File: config.mk
export PLATFORM = sky130hd
export DESIGN_NAME = serial_word_demux
export DESIGN_NICKNAME = d
export VERILOG_FILES = /design/src/rtl/serial_word_demux.sv
export SDC_FILE = /design/constraint.sdc
export NUM_CORES = 1
export LEC_CHECK = 0
export BUFFER_PORTS_ARGS = -buffer_cell sky130_fd_sc_hd__clkbuf_2
export CAP_MARGIN = 10
export CORE_AREA = 8 8 71 73
export DETAILED_ROUTE_END_ITERATION = 6
export DIE_AREA = 0 0 79 81
export PLACE_DENSITY = 0.78
export SYNTH_ARGS = -nofsm -noshare
export SYNTH_HDL_FRONTEND = slang
export SYNTH_SLANG_ARGS = --single-unit
export TNS_END_PERCENT = 20
File: constraint.sdc
create_clock -name clk -period 2 [get_ports clk]
set_input_delay 0.4 -clock clk [delete_from_list [all_inputs] [get_ports clk]]
set_output_delay 0.4 -clock clk [all_outputs]
set_load 0.03 [all_outputs]
File: src/rtl/serial_word_demux.sv
// rtl/serial_word_demux.sv - bit-serial to parallel word demultiplexer with one-entry output buffer
module serial_word_demux #(
  parameter int WIDTH     = 16,
  parameter bit MSB_FIRST = 1'b0
) (
  input  logic                     clk,
  input  logic                     rst_n,
  input  logic                     flush,
  input  logic                     in_bit,
  input  logic                     in_valid,
  output logic                     in_ready,
  output logic [WIDTH-1:0]         out_word,
  output logic                     out_valid,
  input  logic                     out_ready,
  output logic [$clog2(WIDTH)-1:0] bit_count
);

  localparam int CW = $clog2(WIDTH);
  localparam logic [CW-1:0] LAST = CW'(WIDTH - 1);

  logic [WIDTH-1:0] sreg;
  logic [WIDTH-1:0] full_word;
  logic [CW-1:0]    pos;
  logic             last_bit;
  logic             take;
  logic             load;
  logic             drain;

  // Only the word-completing bit can be stalled, and only when the buffer
  // is occupied and not being drained on the same edge.
  assign last_bit = (bit_count == LAST);
  assign in_ready = rst_n && !flush && !(last_bit && out_valid && !out_ready);
  assign take     = in_valid && in_ready;
  assign load     = take && last_bit;
  assign drain    = out_valid && out_ready;
  assign pos      = MSB_FIRST ? (LAST - bit_count) : bit_count;

  // Completed word as it would look with the incoming bit merged in.
  always_comb begin
    full_word      = sreg;
    full_word[pos] = in_bit;
  end

  // Partial-word assembly: flush and word completion both restart at position 0.
  always_ff @(posedge clk or negedge rst_n) begin
    if (!rst_n) begin
      sreg      <= '0;
      bit_count <= '0;
    end else if (flush) begin
      sreg      <= '0;
      bit_count <= '0;
    end else if (take) begin
      if (last_bit) begin
        sreg      <= '0;
        bit_count <= '0;
      end else begin
        sreg[pos] <= in_bit;
        bit_count <= bit_count + 1'b1;
      end
    end
  end

  // Output buffer: a load wins over a drain so a simultaneous hand-off keeps out_valid high.
  always_ff @(posedge clk or negedge rst_n) begin
    if (!rst_n) begin
      out_word  <= '0;
      out_valid <= 1'b0;
    end else if (load) begin
      out_word  <= full_word;
      out_valid <= 1'b1;
    end else if (drain) begin
      out_valid <= 1'b0;
    end
  end

endmodule

==> results.yml, run 1 <==
synthesis:
  synth_ff_type: "dfrtp_1"
  synth_edf_count: 0
  synth_cells: 176
  netlist_top_cells_area: "dfrtp_1 (44%), mux2_2 (11%), mux2_4 (8.0%)"
  async_reset_ff_frac: 1.00
  synthesis.nets: 186
  synth_area_per_cell_sq_um: 11.7
  yosys_warnings: 0
  seq_area_frac_synth: 0.437
  synth_top_cells_by_count: "dfrtp_1 (36), mux2_2 (21), a211o_1 (14), and3_1 (14), nor3_1 (13)"
  synth_area_leader_cell: "dfrtp_1"
  post-synth-top-count-cell: "dfrtp_1"
  ys_seq_elements: 36
  synth_top_area_frac: 0.437
  synth.distinct_cells: 37
  syn_area_sq_mm: 0.00206
placed_design:
  io_buffers: 27
  gp_congestion: 0.862
  post-dp-hpwl_um: 3070
cts:
  root_buffer: "clkbuf_8"
  cts_buffers: 5
  post_cts_buffers: 0
  cts_max_level: 2
  clk_pin_slew_worst_paths_ns: 0.07
  clock_path_buffers: 2
  tritoncts: "yes"
  clock_sink_count: 36
  clock_latency_ns: 0.29
global_routing:
  grt_pass1_wl_um: 7490
  grt_pass1_vias: 1535
  antenna_found_initial: 0
  gr-total-overflow: 0
  grt_max_degree: 24
  grt_util_all_layers: 0.149
finish:
  syn_to_final_growth_pct: 15.3
  drive_above_1_share: 0.405
  final_util: 0.607
  final_nets: 219
  antenna_cells: 0
power:
  power_leakage_nw: 1.31
  peakVddDrop_mv: 0.510
  p_per_area_mw_per_mm2: 615
critical_path:
  end_kind: "primary output"
  crit_fanout: 6
  required_ns: 1.60
  crit_type: "reg2out"
  arrival_ns: 1.52
  crit_path_start_kind: "flop"
routing:
  drtIter0Drc: 112
  drc: 0
  drt_wl_total_um: 4440
  final_antenna_net_count: 0
  wl_per_cell_um: 17.1
  drt_first_pass_iters: 4
  via_count: 1523
  avgViaCountPerCell: 5.86
timing:
  setup-violations-final: 0
  fin_crit_sh: 0.962
  hold_ws_ns: 0.156
  post-route-min-period_ns: 1.92
  slew_headroom: 0.773
  maxSlewViolCount: 0
  rsz0062_at_grt: "no"
  worst_pin_slew_ns: 0.337
  finalClockSkew_ns: 0.00905
  fmax_ghz: 0.520
  hold_viol: 0
  fin_tns_setup_ns: 0
min_path:
  hp-class: "in2async"
outcome:
  status: "finished clean"
job:
  drv_cap: 0
floorplanning:
  num_io_pins: 28
  core_sq_mm: 0.00391
  start_util: 0.527
  die_x_um: 79
  die_y_um: 81
  die_area_sq_mm: 0.00640
  rows: 23
[routing by layer]
metal  part of all wire  routed length [um]  GRT usage
met1               0.47                2090      0.182
met2               0.47                2090      0.242
met3              0.048                 215     0.0464
met4              0.010                  46     0.0556
met5                  0                   0          0
[sequential cells by signal (all words and copies together), names as in the netlist]
signal,flops
out_word,16
sreg,15
bit_count,4
out_valid,1
[stage by stage]
stage	total power, W	cell area, sq um	setup slack (ns)	instances
finish	0.00146	2380	0.0759	260
global route	0.00152	2380	0.0369	260
CTS	0.00148	2370	0.00381	260
detailed placement	0.000942	2280	0.182	252
global placement	0.000939	2280	0.211	252
floorplan	0.000876	2060	0.0646	176
[what timing repair did]
action	CTS	global route
hold buffers	0	0
hold endpoints to repair	0	0
gates resized for setup	0	1
endpoints found under the setup margin	0	1
[worst paths after layout]
| kind | start | end | slack [ns] | depth (start not counted) |
|---|---|---|---|---|
| min | rst_n | bit_count[3]$_DFFE_PN0P_ | 0.16 | 2 |
| max in group asynchronous | rst_n | sreg[6]$_DFFE_PN0P_ | 1.56 | 2 |
| min in group clk | in_valid | out_valid$_DFFE_PN0P_ | 0.44 | 3 |
| min reg2reg | sreg[1]$_DFFE_PN0P_ | sreg[1]$_DFFE_PN0P_ | 0.50 | 1 |
| max reg2reg | bit_count[1]$_DFFE_PN0P_ | out_word[1]$_DFFE_PN0P_ | 0.17 | 5 |
| max | bit_count[0]$_DFFE_PN0P_ | in_ready | 0.08 | 4 |
[worst max-delay path, cell delays in order (launching register included)]
cell	delay [ns]
dfrtp_2	0.41
ha_1	0.24
nand3_2	0.16
o211a_1	0.26
clkbuf_2	0.18
[area by class of cell]
| type | instances | area (sq um) |
|---|---|---|
| flip-flops and latches | 36 | 903 |
| inverters | 5 | 18.8 |
| clock buffers | 7 | 86.3 |
| clock inverters | 1 | 7.51 |
| multi-input cells | 122 | 1060 |
| repair buffers | 39 | 238 |
| fillers | 345 | 1540 |
| well taps | 50 | 62.6 |
[cells by family (layout without fill, tap and decap cells)]
logic type,Yosys count,count (layout),synth area share
simple gates,59,59,0.177
flops,36,36,0.437
mux,32,32,0.195
compound gates,27,27,0.116
buf+inv,18,52,0.0510
fa+ha+maj,4,4,0.0243
[layout by cell type, fill, tap and decap left out, drive strengths merged]
| master | instances |
|---|---|
| a21oi | 1 |
| nor3 | 13 |
| buf | 12 |
| a21o | 1 |
| nor4 | 1 |
| a31o | 1 |
| nor2 | 4 |
| or3 | 1 |
| clkbuf | 34 |
| or3b | 4 |
| o31ai | 2 |
| dfrtp | 36 |
| inv | 5 |
| a31oi | 1 |
| a211o | 14 |
| o21ai | 2 |
| nand3 | 7 |
| and4b | 1 |
| clkinvlp | 1 |
| o211a | 1 |
| and3 | 14 |
| mux2 | 32 |
| ha | 4 |
| a41o | 1 |
| nand2b | 2 |
| o2bb2a | 1 |
| o311a | 1 |
| nand3b | 8 |
| and3b | 2 |
| a32o | 1 |
| nor2b | 1 |
| nand2 | 1 |
[report_power, final]
part           total [W]  internal (W)  switching, W  leakage [nW]
Clock           0.000536      0.000280      0.000256        0.0445
Combinational   0.000170     0.0000628      0.000107         0.771
Sequential      0.000757      0.000745     0.0000125         0.494
Total            0.00146       0.00109      0.000376          1.31
Power figures use the tool's default switching activity.
==> run 2, diff against run 1 <==
- SETUP_SLACK_MARGIN: not set -> 0.1
==> run 2 against run 1 <==
Non-clock buffer count grew 2. Via count shrank 2.2%. Clock skew shrank 0.0060 ns. Die area is the same. Worst setup slack gained 0.055 ns. Count of clock-buffer cells in the layout shrank 2. Largest cell class unchanged.
==> results.yml, run 2 (synthesis results as in run 1) <==
cts:
  clock_latency_ns: 0.29
  clk_pin_slew_worst_paths_ns: 0.08
  ctsHoldBuffers: 0
  cts_buffers: 5
  cts_max_level: 2
  clock_sink_count: 36
  tritoncts: "yes"
  root_buffer: "clkbuf_8"
  clock_path_buffers: 2
routing:
  drt_first_pass_iters: 4
  via_count: 1490
  avgViaCountPerCell: 5.69
  drc: 0
  wl_per_cell_um: 16.6
  drtIter0Drc: 87
  drt_wl_total_um: 4350
  final_antenna_net_count: 0
finish:
  regMostFlops: "out_word"
  drive_above_1_share: 0.425
  final_nets: 221
  final_common_cell: "dfrtp_1"
  antenna_cells: 0
  top_regs: "out_word (16), sreg (15), bit_count (4)"
  largest_register_ffs: 16
  syn_to_final_growth_pct: 16.3
  fill_cells: 346
  final_cell_mix: "dfrtp_1 (33), clkbuf_2 (27), mux2_2 (21)"
timing:
  hold_ws_ns: 0.126
  fmax_ghz: 0.535
  slew_headroom: 0.762
  finalClockSkew_ns: 0.00304
  rsz0062_at_grt: "yes"
  worst_pin_slew_ns: 0.356
  maxSlewViolCount: 0
  setup-violations-final: 0
  fin_tns_setup_ns: 0
  post-route-min-period_ns: 1.87
  setup_ws_ns: 0.131
  fin_crit_sh: 0.935
  hold_viol: 0
placed_design:
  post-dp-hpwl_um: 3040
  io_buffers: 27
  gp_congestion: 0.817
  pre_cts_ws_ns: 0.152
power:
  p_per_area_mw_per_mm2: 606
  power_leakage_nw: 1.32
  peakVddDrop_mv: 0.494
critical_path:
  reg2reg_depth: 5
  reg2reg_to: "out_word[1]$_DFFE_PN0P_"
  crit_chain: "ha_2, nand3_4, o211a_1, clkbuf_2"
  crit_buf_inv: 1
  slowest_stage: "dfrtp_2"
  reg2reg_from: "bit_count[1]$_DFFE_PN0P_"
  rrSetupSlack_ns: 0.16
  crit_fanout: 5
  end_kind: "primary output"
  crit_path_start_kind: "flop"
  cp_top_family: "flip-flops"
  crit_type: "reg2out"
  arrival_ns: 1.47
  required_ns: 1.60
  critPathMaxStageDelay_ns: 0.40
global_routing:
  grt_util_all_layers: 0.146
  grt_max_degree: 24
  antenna_found_initial: 0
  gr-total-overflow: 0
  grt_pass1_vias: 1570
  grt_pass1_wl_um: 7360
outcome:
  status: "finished clean"
floorplanning:
  start_util: 0.527
  die_area_sq_mm: 0.00640
  core_sq_mm: 0.00391
  num_io_pins: 28
  die_x_um: 79
  die_y_um: 81
  rows: 23
min_path:
  hp-class: "in2async"
job:
  drv_cap: 0
[run 2: per-stage QoR]
| stage | utilization | cell area [sq um] | total power, W | std cells |
|---|---|---|---|---|
| global placement | 0.585 | 2290 | 0.000940 | 253 |
| detailed placement | 0.585 | 2290 | 0.000943 | 253 |
| finish | 0.613 | 2400 | 0.00145 | 262 |
| global route | 0.613 | 2400 | 0.00151 | 262 |
| floorplan | - | 2070 | 0.000876 | 176 |
| CTS | 0.611 | 2390 | 0.00146 | 262 |
[run 2: metal layers]
layer	global-route usage	vias up	part of all wire
met5	0	-	0
met1	0.170	729	0.47
met3	0.0497	5	0.043
li1	-	732	-
met2	0.245	24	0.47
met4	0.0537	0	0.013
[run 2: final cells by class]
class / instances / area [sq um] / share of cell area
well taps: 50 / 62.6 / 0.0261
multi-input cells: 122 / 1070 / 0.447
clock buffers: 5 / 68.8 / 0.0287
repair buffers: 41 / 253 / 0.105
inverters: 5 / 18.8 / 0.00783
flip-flops and latches: 36 / 905 / 0.377
clock inverters: 3 / 18.8 / 0.00783
[run 2: worst max path at each step]
| stage | end | cells after the start | slack, ns | from |
|---|---|---|---|---|
| global route | in_ready | 4 | 0.08 | bit_count[1]$_DFFE_PN0P_ |
| floorplan | out_word[10]$_DFFE_PN0P_ | 7 | 0.12 | bit_count[0]$_DFFE_PN0P_ |
| global placement | out_word[0]$_DFFE_PN0P_ | 5 | 0.20 | bit_count[0]$_DFFE_PN0P_ |
| CTS | in_ready | 4 | 0.11 | bit_count[1]$_DFFE_PN0P_ |
| detailed placement | out_word[2]$_DFFE_PN0P_ | 5 | 0.15 | bit_count[0]$_DFFE_PN0P_ |
| finish | in_ready | 4 | 0.13 | bit_count[1]$_DFFE_PN0P_ |
[run 2: report_power, final]
| part | switching (W) | leakage, nW | internal, W | total (W) |
|---|---|---|---|---|
| Sequential | 0.0000118 | 0.493 | 0.000744 | 0.000756 |
| Combinational | 0.000108 | 0.778 | 0.0000669 | 0.000175 |
| Clock | 0.000279 | 0.0479 | 0.000243 | 0.000522 |
| Total | 0.000399 | 1.32 | 0.00105 | 0.00145 |
[run 2: timing repair]
| item | in CTS | in global routing |
|---|---|---|
| setup buffers | 1 | 0 |
| gates resized for setup | 2 | 1 |
| endpoints found under the setup margin | 1 | 2 |
==> run 3, diff against run 2 <==
- PLACE_DENSITY: 0.78 -> not set
- PLACE_DENSITY_LB_ADDON: not set -> 0.3
==> run 3 against run 2 <==
Critical path type unchanged. Sequential power rose by 0.5%. Critical path depth did not move. Via count rose by 5.9%. Largest cell class unchanged. Sequential share of layout area fell by 0.49 points.
==> results.yml, run 3 (synthesis results as in run 1) <==
outcome:
  status: "finished clean"
timing:
  hold_viol: 0
  setup-violations-final: 0
  worst_pin_slew_ns: 0.334
  fmax_ghz: 0.539
  fin_tns_setup_ns: 0
  post-route-min-period_ns: 1.86
  fin_crit_sh: 0.928
  finalClockSkew_ns: 0.00735
  slew_headroom: 0.775
  rsz0062_at_grt: "yes"
  maxSlewViolCount: 0
floorplanning:
  start_util: 0.527
  rows: 23
  die_y_um: 81
  die_x_um: 79
  num_io_pins: 28
  die_area_sq_mm: 0.00640
  core_sq_mm: 0.00391
critical_path:
  crit_type: "reg2out"
  path_depth: 4
  reg2reg_depth: 5
  cp_top_family: "flip-flops"
  slowest_stage: "dfrtp_2"
  end_kind: "primary output"
  crit_buf_inv: 1
  required_ns: 1.60
  crit_chain: "ha_4, nand3_4, o211a_1, clkbuf_4"
  critPathMaxStageDelay_ns: 0.45
  arrival_ns: 1.46
  crit_fanout: 5
  crit_path_start_kind: "flop"
placed_design:
  io_buffers: 27
  placed_cells: 250
  gp_congestion: 0.791
  dpl_cell_area_sq_mm: 0.00226
  post-dp-hpwl_um: 3230
finish:
  syn_to_final_growth_pct: 18.0
  final_cell_mix: "dfrtp_1 (32), clkbuf_2 (25), mux2_2 (21)"
  final_cell_area_sq_mm: 0.00243
  multi_input_area_sq_mm: 0.00110
  drive_above_1_share: 0.446
  ff_latch_area_sq_um: 906
  largest_register_ffs: 16
  final_util: 0.621
  instances_no_fill: 263
  final_common_cell: "dfrtp_1"
  final_nets: 222
  fill_cells: 338
  antenna_cells: 0
  regMostFlops: "out_word"
  top_regs: "out_word (16), sreg (15), bit_count (4)"
routing:
  drc: 0
  avgViaCountPerCell: 6.00
  drt_first_pass_iters: 5
  drtIter0Drc: 94
  drt_wl_total_um: 4720
  wl_per_cell_um: 17.9
  via_count: 1578
  final_antenna_net_count: 0
cts:
  clock_latency_ns: 0.28
  root_buffer: "clkbuf_8"
  clk_pin_slew_worst_paths_ns: 0.07
  tritoncts: "yes"
  cts_max_level: 2
  cts_buffers: 5
  clock_path_buffers: 2
  clock_sink_count: 36
min_path:
  hold_depth: 3
  hp-class: "in2reg"
global_routing:
  grt_pass1_vias: 1659
  grt_util_all_layers: 0.157
  antenna_found_initial: 0
  grt_max_degree: 19
  gr-total-overflow: 0
  grt_pass1_wl_um: 8020
power:
  p_seq_frac: 0.530
  peakVddDrop_mv: 0.566
  power_leakage_nw: 1.31
  p_per_area_mw_per_mm2: 590
  switchingPower_w: 0.000370
  power.share.combinational: 0.132
  p_int_w: 0.00106
  clock_power_share: 0.338
  sw_frac_of_total: 0.258
job:
  drv_cap: 0
[run 3: timing repair]
item | 4_1_cts | 5_1_grt
endpoints found under the setup margin | 8 | 24
endpoints found under the hold margin | 1 | 0
hold buffers | 1 | 0
setup buffers | 2 | 2
pin swaps | 0 | 1
resized for setup | 7 | 10
[run 3: layout make-up]
type                            instances  share of cell area
Timing Repair Buffer                   42               0.108
Tap cell                               50              0.0257
Sequential cell                        36               0.372
Inverter                                5             0.00772
Clock buffer                            7              0.0314
Multi-Input combinational cell        122               0.453
Clock inverter                          1             0.00206
[run 3: routing by layer]
| layer | vias up | GRT usage | wire (um) |
|---|---|---|---|
| met5 | - | 0 | 0 |
| met4 | 0 | 0.0593 | 92 |
| met3 | 10 | 0.0430 | 196 |
| met2 | 34 | 0.266 | 2410 |
| met1 | 801 | 0.185 | 2020 |
| li1 | 733 | - | - |
[run 3: metrics by stage]
step / total power (W) / hold slack (ns) / setup WS [ns]
global route: 0.00149 / 0.472 / 0.0904
CTS: 0.00144 / 0.432 / 0.0992
global placement: 0.000937 / 0.232 / 0.179
floorplan: 0.000876 / 0.104 / 0.120
finish: 0.00143 / 0.438 / 0.144
detailed placement: 0.000942 / 0.230 / 0.124
[run 3: power groups by stage]
stage | Combinational (W) | Clock [W] | Sequential, W
4_1_cts | 0.000182 | 0.000503 | 0.000759
2_1_floorplan | 0.0000831 | 0 | 0.000793
6_report | 0.000189 | 0.000485 | 0.000760
3_3_place_gp | 0.000167 | 0 | 0.000770
5_1_grt | 0.000206 | 0.000526 | 0.000762
3_5_place_dp | 0.000170 | 0 | 0.000772
[run 3: final timing paths]
path | slack, ns | to | from
max reg2reg | 0.16 | out_word[0]$_DFFE_PN0P_ | bit_count[1]$_DFFE_PN0P_
min reg2reg | 0.50 | sreg[5]$_DFFE_PN0P_ | sreg[5]$_DFFE_PN0P_
min in group asynchronous | 0.48 | bit_count[3]$_DFFE_PN0P_ | rst_n
max | 0.14 | in_ready | bit_count[1]$_DFFE_PN0P_
max in group asynchronous | 1.07 | bit_count[1]$_DFFE_PN0P_ | rst_n
min | 0.44 | out_valid$_DFFE_PN0P_ | in_valid
[run 3: worst register-to-register path: stages, from the launching register on]
cell and delay (ns):
dfrtp_2 0.47, inv_2 0.10, ha_2 0.22, or3b_4 0.41, mux2_2 0.27, mux2_2 0.26
